<file path="config.mk">
export PLATFORM = sky130hd
export DESIGN_NAME = rr_arbiter_timeslice
export DESIGN_NICKNAME = d
export VERILOG_FILES = /design/src/rtl/rr_arbiter_timeslice.sv
export SDC_FILE = /design/constraint.sdc
export NUM_CORES = 1
export LEC_CHECK = 0
export ABC_CLOCK_PERIOD_IN_PS = 1800
export CAP_MARGIN = 15
export CORE_MARGIN = 8
export CORE_UTILIZATION = 30
export CTS_CLUSTER_DIAMETER = 30
export DETAILED_ROUTE_END_ITERATION = 10
export SETUP_SLACK_MARGIN = 0.05
export SLEW_MARGIN = 40
export SYNTH_ARGS = -nofsm -noshare
export SYNTH_HDL_FRONTEND = slang
export SYNTH_SLANG_ARGS = --single-unit
</file>
<file path="constraint.sdc">
create_clock -name clk -period 1.8 [get_ports clk]
set_input_delay 0.18 -clock clk [delete_from_list [all_inputs] [get_ports clk]]
set_output_delay 0.18 -clock clk [all_outputs]
set_load 0.01 [all_outputs]
</file>
<file path="src/rtl/rr_arbiter_timeslice.sv">
// Round-robin arbiter with a per-grant time slice: each owner keeps the grant for
// up to slice_len cycles (latched at grant time) or until it drops its request.
module rr_arbiter_timeslice #(
    parameter int N       = 4,
    parameter int SLICE_W = 4,
    parameter int IW      = $clog2(N)
) (
    input  logic               clk,
    input  logic               rst_n,
    input  logic [N-1:0]       req,
    input  logic [SLICE_W-1:0] slice_len,
    output logic [N-1:0]       gnt,
    output logic [IW-1:0]      gnt_id,
    output logic               gnt_vld,
    output logic               slice_exp
);

    localparam logic STATE_IDLE = 1'b0;
    localparam logic STATE_BUSY = 1'b1;

    logic               state_reg,   state_next;
    logic [IW-1:0]      ptr_reg,     ptr_next;
    logic [N-1:0]       gnt_reg,     gnt_next;
    logic [IW-1:0]      gnt_id_reg,  gnt_id_next;
    logic [SLICE_W-1:0] cnt_reg,     cnt_next;
    logic [SLICE_W-1:0] slice_q_reg, slice_q_next;

    logic               found;
    logic [IW-1:0]      pick;
    logic [IW-1:0]      cand;
    logic [N-1:0]       pick_onehot;
    logic               owner_req;
    logic               turn_end;
    logic [SLICE_W-1:0] slice_eff;

    // Search starts just after the last owner; the last owner itself is checked last.
    always_comb begin
        found = 1'b0;
        pick  = '0;
        cand  = '0;
        for (int k = 1; k <= N; k++) begin
            cand = IW'((int'(ptr_reg) + k) % N);
            if (!found && req[cand]) begin
                found = 1'b1;
                pick  = cand;
            end
        end
    end

    generate
        for (genvar gi = 0; gi < N; gi++) begin : g_onehot
            assign pick_onehot[gi] = (pick == IW'(gi));
        end
    endgenerate

    assign owner_req = req[gnt_id_reg];
    assign turn_end  = !owner_req || (cnt_reg == slice_q_reg);
    assign slice_eff = (slice_len == '0) ? SLICE_W'(1) : slice_len;

    always_comb begin
        state_next   = state_reg;
        ptr_next     = ptr_reg;
        gnt_next     = gnt_reg;
        gnt_id_next  = gnt_id_reg;
        cnt_next     = cnt_reg;
        slice_q_next = slice_q_reg;
        if (state_reg == STATE_IDLE || turn_end) begin
            if (found) begin
                state_next   = STATE_BUSY;
                gnt_next     = pick_onehot;
                gnt_id_next  = pick;
                ptr_next     = pick;
                cnt_next     = SLICE_W'(1);
                slice_q_next = slice_eff;
            end else begin
                // Nobody requesting: park in IDLE but keep ptr for fairness.
                state_next  = STATE_IDLE;
                gnt_next    = '0;
                gnt_id_next = '0;
                cnt_next    = '0;
            end
        end else begin
            cnt_next = cnt_reg + SLICE_W'(1);
        end
    end

    always_ff @(posedge clk or negedge rst_n) begin
        if (!rst_n) begin
            state_reg   <= STATE_IDLE;
            ptr_reg     <= IW'(N - 1);
            gnt_reg     <= '0;
            gnt_id_reg  <= '0;
            cnt_reg     <= '0;
            slice_q_reg <= SLICE_W'(1);
        end else begin
            state_reg   <= state_next;
            ptr_reg     <= ptr_next;
            gnt_reg     <= gnt_next;
            gnt_id_reg  <= gnt_id_next;
            cnt_reg     <= cnt_next;
            slice_q_reg <= slice_q_next;
        end
    end

    assign gnt       = gnt_reg;
    assign gnt_id    = gnt_id_reg;
    assign gnt_vld   = (state_reg == STATE_BUSY);
    assign slice_exp = (state_reg == STATE_BUSY) && (cnt_reg == slice_q_reg) && owner_req;

endmodule

</file>
* Word level (Yosys, flattened, before mapping) *
Index checks and enable logic that the tools add are counted.

word-level totals
  register bits after elaboration = 17
  input port bits = 10
  output and inout bits = 8
  logic and storage cells = 59

operators by class
  $add $sub $neg = 5
  magnitude comparators = 5
  equal/unequal tests = 4
  mux-type cells = 24
  bitwise gates (word level) = 1
  reductions and logical operators = 14

operator list
  operator                                             count
  < comparator 2 x 3 -> 1 bit (second input constant)  5
  2-to-1 mux 4 bit                                     3
  2-to-1 mux 1 bit                                     11
  binary-select mux 1 bit (select 2 bit)               5
  2-to-1 mux 2 bit                                     5
  logical AND 1 bit                                    5
  adder 2 x 1 -> 2 bit (second input constant)         2
  adder 2 bit (second input constant)                  2
  adder 4 x 1 -> 4 bit (second input constant)         1
  == test 2 bit (second input constant)                2
  == test 4 bit                                        1
  logical NOT 1 bit                                    4
  logical NOT 4 bit                                    1
  == test 2 x 1 -> 1 bit (second input constant)       1
  logical NOT 2 bit                                    1
  logical OR 1 bit                                     2
  AND reduction 2 bit                                  1
  inverter 1 bit                                       1

* Logic depth before layout (Yosys ltp) *
Gate-level depths: netlist of run 1.

  depth after elaboration = 15
  depth in mapped cells = 4
  mapped depth without buffers = 4

* Worst setup path after synthesis of run 1 *
OpenSTA, ideal clock, no wires.

  path type = register to register
  from = register slice_q_reg[0]
  to = register slice_q_reg[1]
  setup time = 0.125 ns
  data arrival time = 1.440 ns
  data required time = 1.675 ns
  path slack = 0.235 ns
  stages on the path, launching flop included = 5
  buffers on the path = 0
  period minus slack after synthesis = 1.565 ns
  cells stage by stage = dfstp_2 -> xnor2_2 -> nand4_4 -> a21oi_4 -> mux2_4

on the way
  longest elaborated chain between the ends = 4

RTL lines
  item                                  line  RTL
  from (decl)                           26    logic [SLICE_W-1:0] slice_q_reg, slice_q_next;
  from (signal assigned)                101   slice_q_reg <= slice_q_next;
  == test 4 bit                         57    assign turn_end = !owner_req || (cnt_reg == slice_q_reg);
  logical OR 1 bit                      57
  logical OR 1 bit                      67    if (state_reg == STATE_IDLE || turn_end) begin
  AND reduction 2 bit (no source line)  n/a

Every way passes these cells.
A chain may end at the register's enable or synchronous reset.

* Worst setup path in the final report of run 1 *
Same ends and word-level chain as after synthesis.

==> results of run 1 <==
==> worst register-to-register path: stages, from the launching register on <==
cell and delay (ns):
dfstp_2 0.56, xnor2_2 0.13, nand4_4 0.12, buf_4 0.18, a21oi_4 0.24, mux2_4 0.33
==> placed cells by master (no fill, tap or decap), types with 2 or more instances in the layout <==
cell type,Yosys,final
inv_1,4,4
dfstp_2,3,3
xnor2_2,4,4
dfrtp_1,14,13
nand3_1,4,4
nand2b_1,3,3
clkdlybuf4s50_1,0,16
o21ai_1,2,2
mux2_4,4,4
mux2i_2,0,2
buf_4,0,14
clkbuf_4,0,3
nor2_1,5,5
nor2b_1,3,3
==> report_power, final <==
part | leakage, nW | internal [mW] | switching [mW] | total, mW
clock | 0.0177 | 0.0826 | 0.121 | 0.203
combinational | 0.345 | 0.704 | 0.524 | 1.23
sequential | 0.201 | 0.576 | 0.177 | 0.753
total | 0.563 | 1.36 | 0.822 | 2.18
==> layout make-up <==
| class | instances | area [µm²] |
|---|---|---|
| fillers | 329 | 1728 |
| clock inverters | 1 | 5.005 |
| repair buffers | 31 | 270.3 |
| clock buffers | 3 | 22.52 |
| flip-flops and latches | 17 | 430.4 |
| well taps | 44 | 55.05 |
| inverters | 4 | 15.01 |
| multi-input cells | 55 | 526.8 |
==> layer usage <==
metal | part of all wire | routed length [µm] | GRT usage | up-vias
met5 | 0 | 0 | 0 | -
met3 | 0.065 | 133 | 0.03297 | 4
li1 | - | - | - | 348
met2 | 0.45 | 929 | 0.1352 | 17
met1 | 0.47 | 950 | 0.09646 | 349
met4 | 0.014 | 29 | 0.02667 | 0
==> metrics by stage <==
stage                     hold slack (ns)  TNS [ns]    util
after global placement             0.4828  -0.03275  0.4238
after CTS                          0.2015         0  0.4352
after detailed placement           0.4982   -0.2797  0.4238
final                              0.2059         0  0.4340
after global routing               0.2033         0  0.4340
after floorplan                   -0.1156         0       -
==> worst paths after layout <==
check                          startpoint        endpoint  slack, ns  cells past startpoint
max                        slice_q_reg[0]  slice_q_reg[1]       0.13                      5
min                                 rst_n       gnt_id[0]       0.21                      2
max reg2reg                slice_q_reg[0]  slice_q_reg[1]       0.13                      5
min reg2reg                slice_q_reg[0]  slice_q_reg[0]       0.50                      2
max in group asynchronous           rst_n  slice_q_reg[0]       1.34                      2
min in group clk             slice_len[0]  slice_q_reg[0]       0.48                      3
==> cells by family (layout without fill, tap and decap cells) <==
group,Yosys count,after routing,synth area share
buffers and inverters,4,39,0.01558
and+or+nand+nor,25,25,0.1714
DFF,17,17,0.4455
adders and majority gates,1,1,0.01298
muxes,9,9,0.1169
AOI/OAI and AO/OA,14,14,0.1520
xor gates and xnor gates,6,6,0.08572
==> timing repair <==
action | in CTS | in global routing
resized for setup | 4 | 2
pin swaps | 0 | 0
endpoints found under the setup margin | 5 | 1
==> flow_summary.toml, run 1 <==
[floorplan]
dieWidth_um = 72.67
fp.dieH_um = 72.67
io_pins = 18
rows = 20
core_area_um2 = 3053
die_area_um2 = 5281
start_util = 0.3156

[final_layout]
diodes = 0
syn_to_final_growth_pct = 37.53
final_cell_area_um2 = 1325
nets = 123
drive_gt1_frac = 0.3784
stdcell_count = 155

[worst_setup_path]
crit_slowest_cell = "dfstp_2"
startpoint_type = "flip-flop"
crit_type = "reg2reg"
crit_path_end_kind = "flip-flop"
cp_slowest_stage_delay_ns = 0.56
worstPathCellList = "xnor2_2, nand4_4, buf_4, a21oi_4, mux2_4"
critical_path_buf_inv_count = 1
arrival_ns = 1.85
worstPathRequired_ns = 1.98
cp_top_family = "flip-flops"
crit_fanout = 7

[clock_network]
clk_latency_ns = 0.29
cts_sinks = 17
clkTransAtPathRegs_ns = 0.10
cts_hold_buffers = 0
cts_buffers = 3
cts_tree = "yes"
cts_max_level = 1
cts_setup_buffers = 0
cts_buffer_depth = 2
cts_root_buf = "clkbuf_4"

[sta]
min_period_over_period = 0.9274
fmax_mhz = 599.1
fin_crit_ns = 1.669
layout_setup_ws_ns = 0.1307
setup_viol = 0
worst_pin_slew_ns = 0.2915
slew_violations = 0
fin_skew_ns = 0.004885
maxSlewHeadroom = 0.8057
rsz0062_at_grt = "no"
hold_viol_final = 0

[global_route]
grt_pass1_wl_um = 3484
grt_pass1_vias = 790
overflow = 0
grt_max_degree = 18
antenna_found_initial = 0
grt_util_all_layers = 0.08298

[detailed_routing]
vias_per_cell = 4.632
wl_per_cell_um = 13.18
post-route-drc-count = 0
firstDrtPassIters = 2
route.antenna.remaining_nets = 0
drt_iter0_drc = 9
num_vias = 718
routed_wl_um = 2043

[yosys]
synth_seq_cells = 17
yosysMostFrequentCell = "dfrtp_1"
synthesis.nets = 87
synth_common_cells = "14 x dfrtp_1, 5 x nor2_1"
ys_warn_count = 0
synthCells = 76
synth_area_leaders = "dfrtp_1 36%, dfstp_2 8.2%, xnor2_2 6.8%"
syn_area_um2 = 963.4
ys.flop_type = "dfrtp_1"
synth_edf_count = 0
synth_cell_types = 38
syn_avg_cell_area_um2 = 12.68
synth_top_area_share = 0.3636
seq_area_frac_synth = 0.4455
synth_largest_area_cell = "dfrtp_1"
async_flop_share = 1.000

[placed_design]
dp_slack_ns = -0.05963
placedCellCount = 151
dp_hpwl_um = 1607
numPortBuffers = 17
gp_congestion = 0.7491
place_area_um2 = 1294

[power_and_ir_drop]
total_power_mw = 2.184
ir_drop_mv = 0.6037
p_leak_nw = 0.5633
power.density_nw_per_um2 = 1649

[worst_hold_path]
hold_class = "in2async"

[run]
maxCapViolCount = 0

[run_status]
status = "finished, final reports clean"
Power figures use the tool's default switching activity.
==> run 2: changes to the inputs <==
- ABC_CLOCK_PERIOD_IN_PS: 1800 -> 1400
- MAX_ROUTING_LAYER: unset -> met4
- clock period: 1.8 -> 1.4 ns (I/O delays scaled with it)
==> flow_summary.toml, run 2 (synthesis gave the netlist of run 1 again) <==
[sta]
hold_viol_final = 0
holdWs_ns = 0.1644
slew_violations = 0
fmax_mhz = 604.9
setup_viol = 16
worst_pin_slew_ns = 0.3710
min_period_over_period = 1.181
maxSlewHeadroom = 0.7521
layout_setup_ws_ns = -0.2531
fin_skew_ns = 0.002134
fin_crit_ns = 1.653
rsz0062_at_grt = "yes"

[placed_design]
gp_congestion = 0.7880
dp_hpwl_um = 1706
numPortBuffers = 17
dp_slack_ns = -0.4043

[clock_network]
cts_tree = "yes"
cts_buffer_depth = 2
cts_buffers = 3
cts_root_buf = "clkbuf_4"
clkTransAtPathRegs_ns = 0.10
cts_sinks = 17
cts_max_level = 1
clk_latency_ns = 0.29

[floorplan]
core_area_um2 = 3053
rows = 20
die_area_um2 = 5281
fp.dieH_um = 72.67
start_util = 0.3156
dieWidth_um = 72.67
io_pins = 18

[worst_setup_path]
startpoint_type = "flip-flop"
crit_type = "reg2reg"
crit_fanout = 5
worstPathRequired_ns = 1.58
crit_path_end_kind = "flip-flop"
rr_worst_depth = 5
arrival_ns = 1.83

[run_status]
violations = "setup timing"
status = "finished with violations"

[final_layout]
fillers = 279
seq_area_um2 = 430.4
nets = 137
multi_input_area_um2 = 595.6
diodes = 0
drive_gt1_frac = 0.5040
syn_to_final_growth_pct = 60.91
final_cell_mix = "21 x buf_4, 13 x dfrtp_1, 7 x clkdlybuf4s50_1"
layout_commonest_cell = "buf_4"

[detailed_routing]
drt_iter0_drc = 13
num_vias = 769
routed_wl_um = 2471
wl_per_cell_um = 14.62
vias_per_cell = 4.550
route.antenna.remaining_nets = 0
firstDrtPassIters = 4
post-route-drc-count = 0

[global_route]
grt_max_degree = 18
grt_pass1_vias = 804
grt_util_all_layers = 0.09420
grt_pass1_wl_um = 3753
antenna_found_initial = 0
overflow = 0

[worst_hold_path]
hold_class = "in2async"

[power_and_ir_drop]
p_leak_nw = 0.7298
total_power_mw = 3.522
power.density_nw_per_um2 = 2272
ir_drop_mv = 0.9827

[run]
maxCapViolCount = 0
## run 2: final cells by class
type / instances / area share
multi-input combinational: 55 / 0.3842
sequential: 17 / 0.2776
timing repair buffer: 45 / 0.2760
tap: 44 / 0.03551
clock buffer: 4 / 0.01695
inverter: 4 / 0.009685
## run 2: path summary, 6_finish.rpt
kind | startpoint | end | slack [ns]
worst max-delay path | slice_q_reg[0] | slice_q_reg[2] | -0.25
worst min-delay path | rst_n | slice_q_reg[2] | 0.16
worst max register to register | slice_q_reg[0] | slice_q_reg[2] | -0.25
worst min register to register | slice_q_reg[0] | slice_q_reg[0] | 0.50
max in group asynchronous | rst_n | ptr_reg[0] | 0.98
min in group clk | slice_len[0] | slice_q_reg[0] | 0.44
## run 2: worst max-delay path, cell delays in order (launching register included)
cell	delay [ns]
dfstp_2	0.57
xnor2_2	0.13
nand4_4	0.13
buf_12	0.16
a21oi_4	0.24
mux2_4	0.33
## run 2: metrics by stage
| stage | utilization | area, µm² | setup TNS, ns | std cells |
|---|---|---|---|---|
| 3_3_place_gp | 0.4590 | 1401 | -4.400 | 161 |
| 6_report | 0.5078 | 1550 | -2.713 | 169 |
| 4_1_cts | 0.4865 | 1485 | -2.441 | 167 |
| 3_5_place_dp | 0.4590 | 1401 | -4.752 | 161 |
| 2_1_floorplan | - | 983.4 | -0.3592 | 76 |
| 5_1_grt | 0.5078 | 1550 | -3.471 | 169 |
## run 2: power breakdown
part | leakage [nW] | total (mW) | internal, mW | switching [mW]
registers | 0.201 | 0.942 | 0.740 | 0.202
clock network | 0.0150 | 0.267 | 0.111 | 0.156
logic | 0.514 | 2.31 | 1.37 | 0.939
## run 2: metal layers
metal / up-vias / track usage / part of all wire
li1: 373 / - / -
met1: 374 / 0.1108 / 0.45
met2: 20 / 0.1471 / 0.50
met3: 2 / 0.01786 / 0.035
met4: 0 / 0.05333 / 0.016
met5: - / - / 0
## run 2: timing repair
| action | CTS | global route |
|---|---|---|
| gates resized for setup | 16 | 15 |
| setup endpoints to repair | 20 | 21 |
| hold buffers | 0 | 0 |
| pin swaps | 9 | 7 |
| gates cloned | 0 | 0 |
| buffers inserted | 3 | 3 |
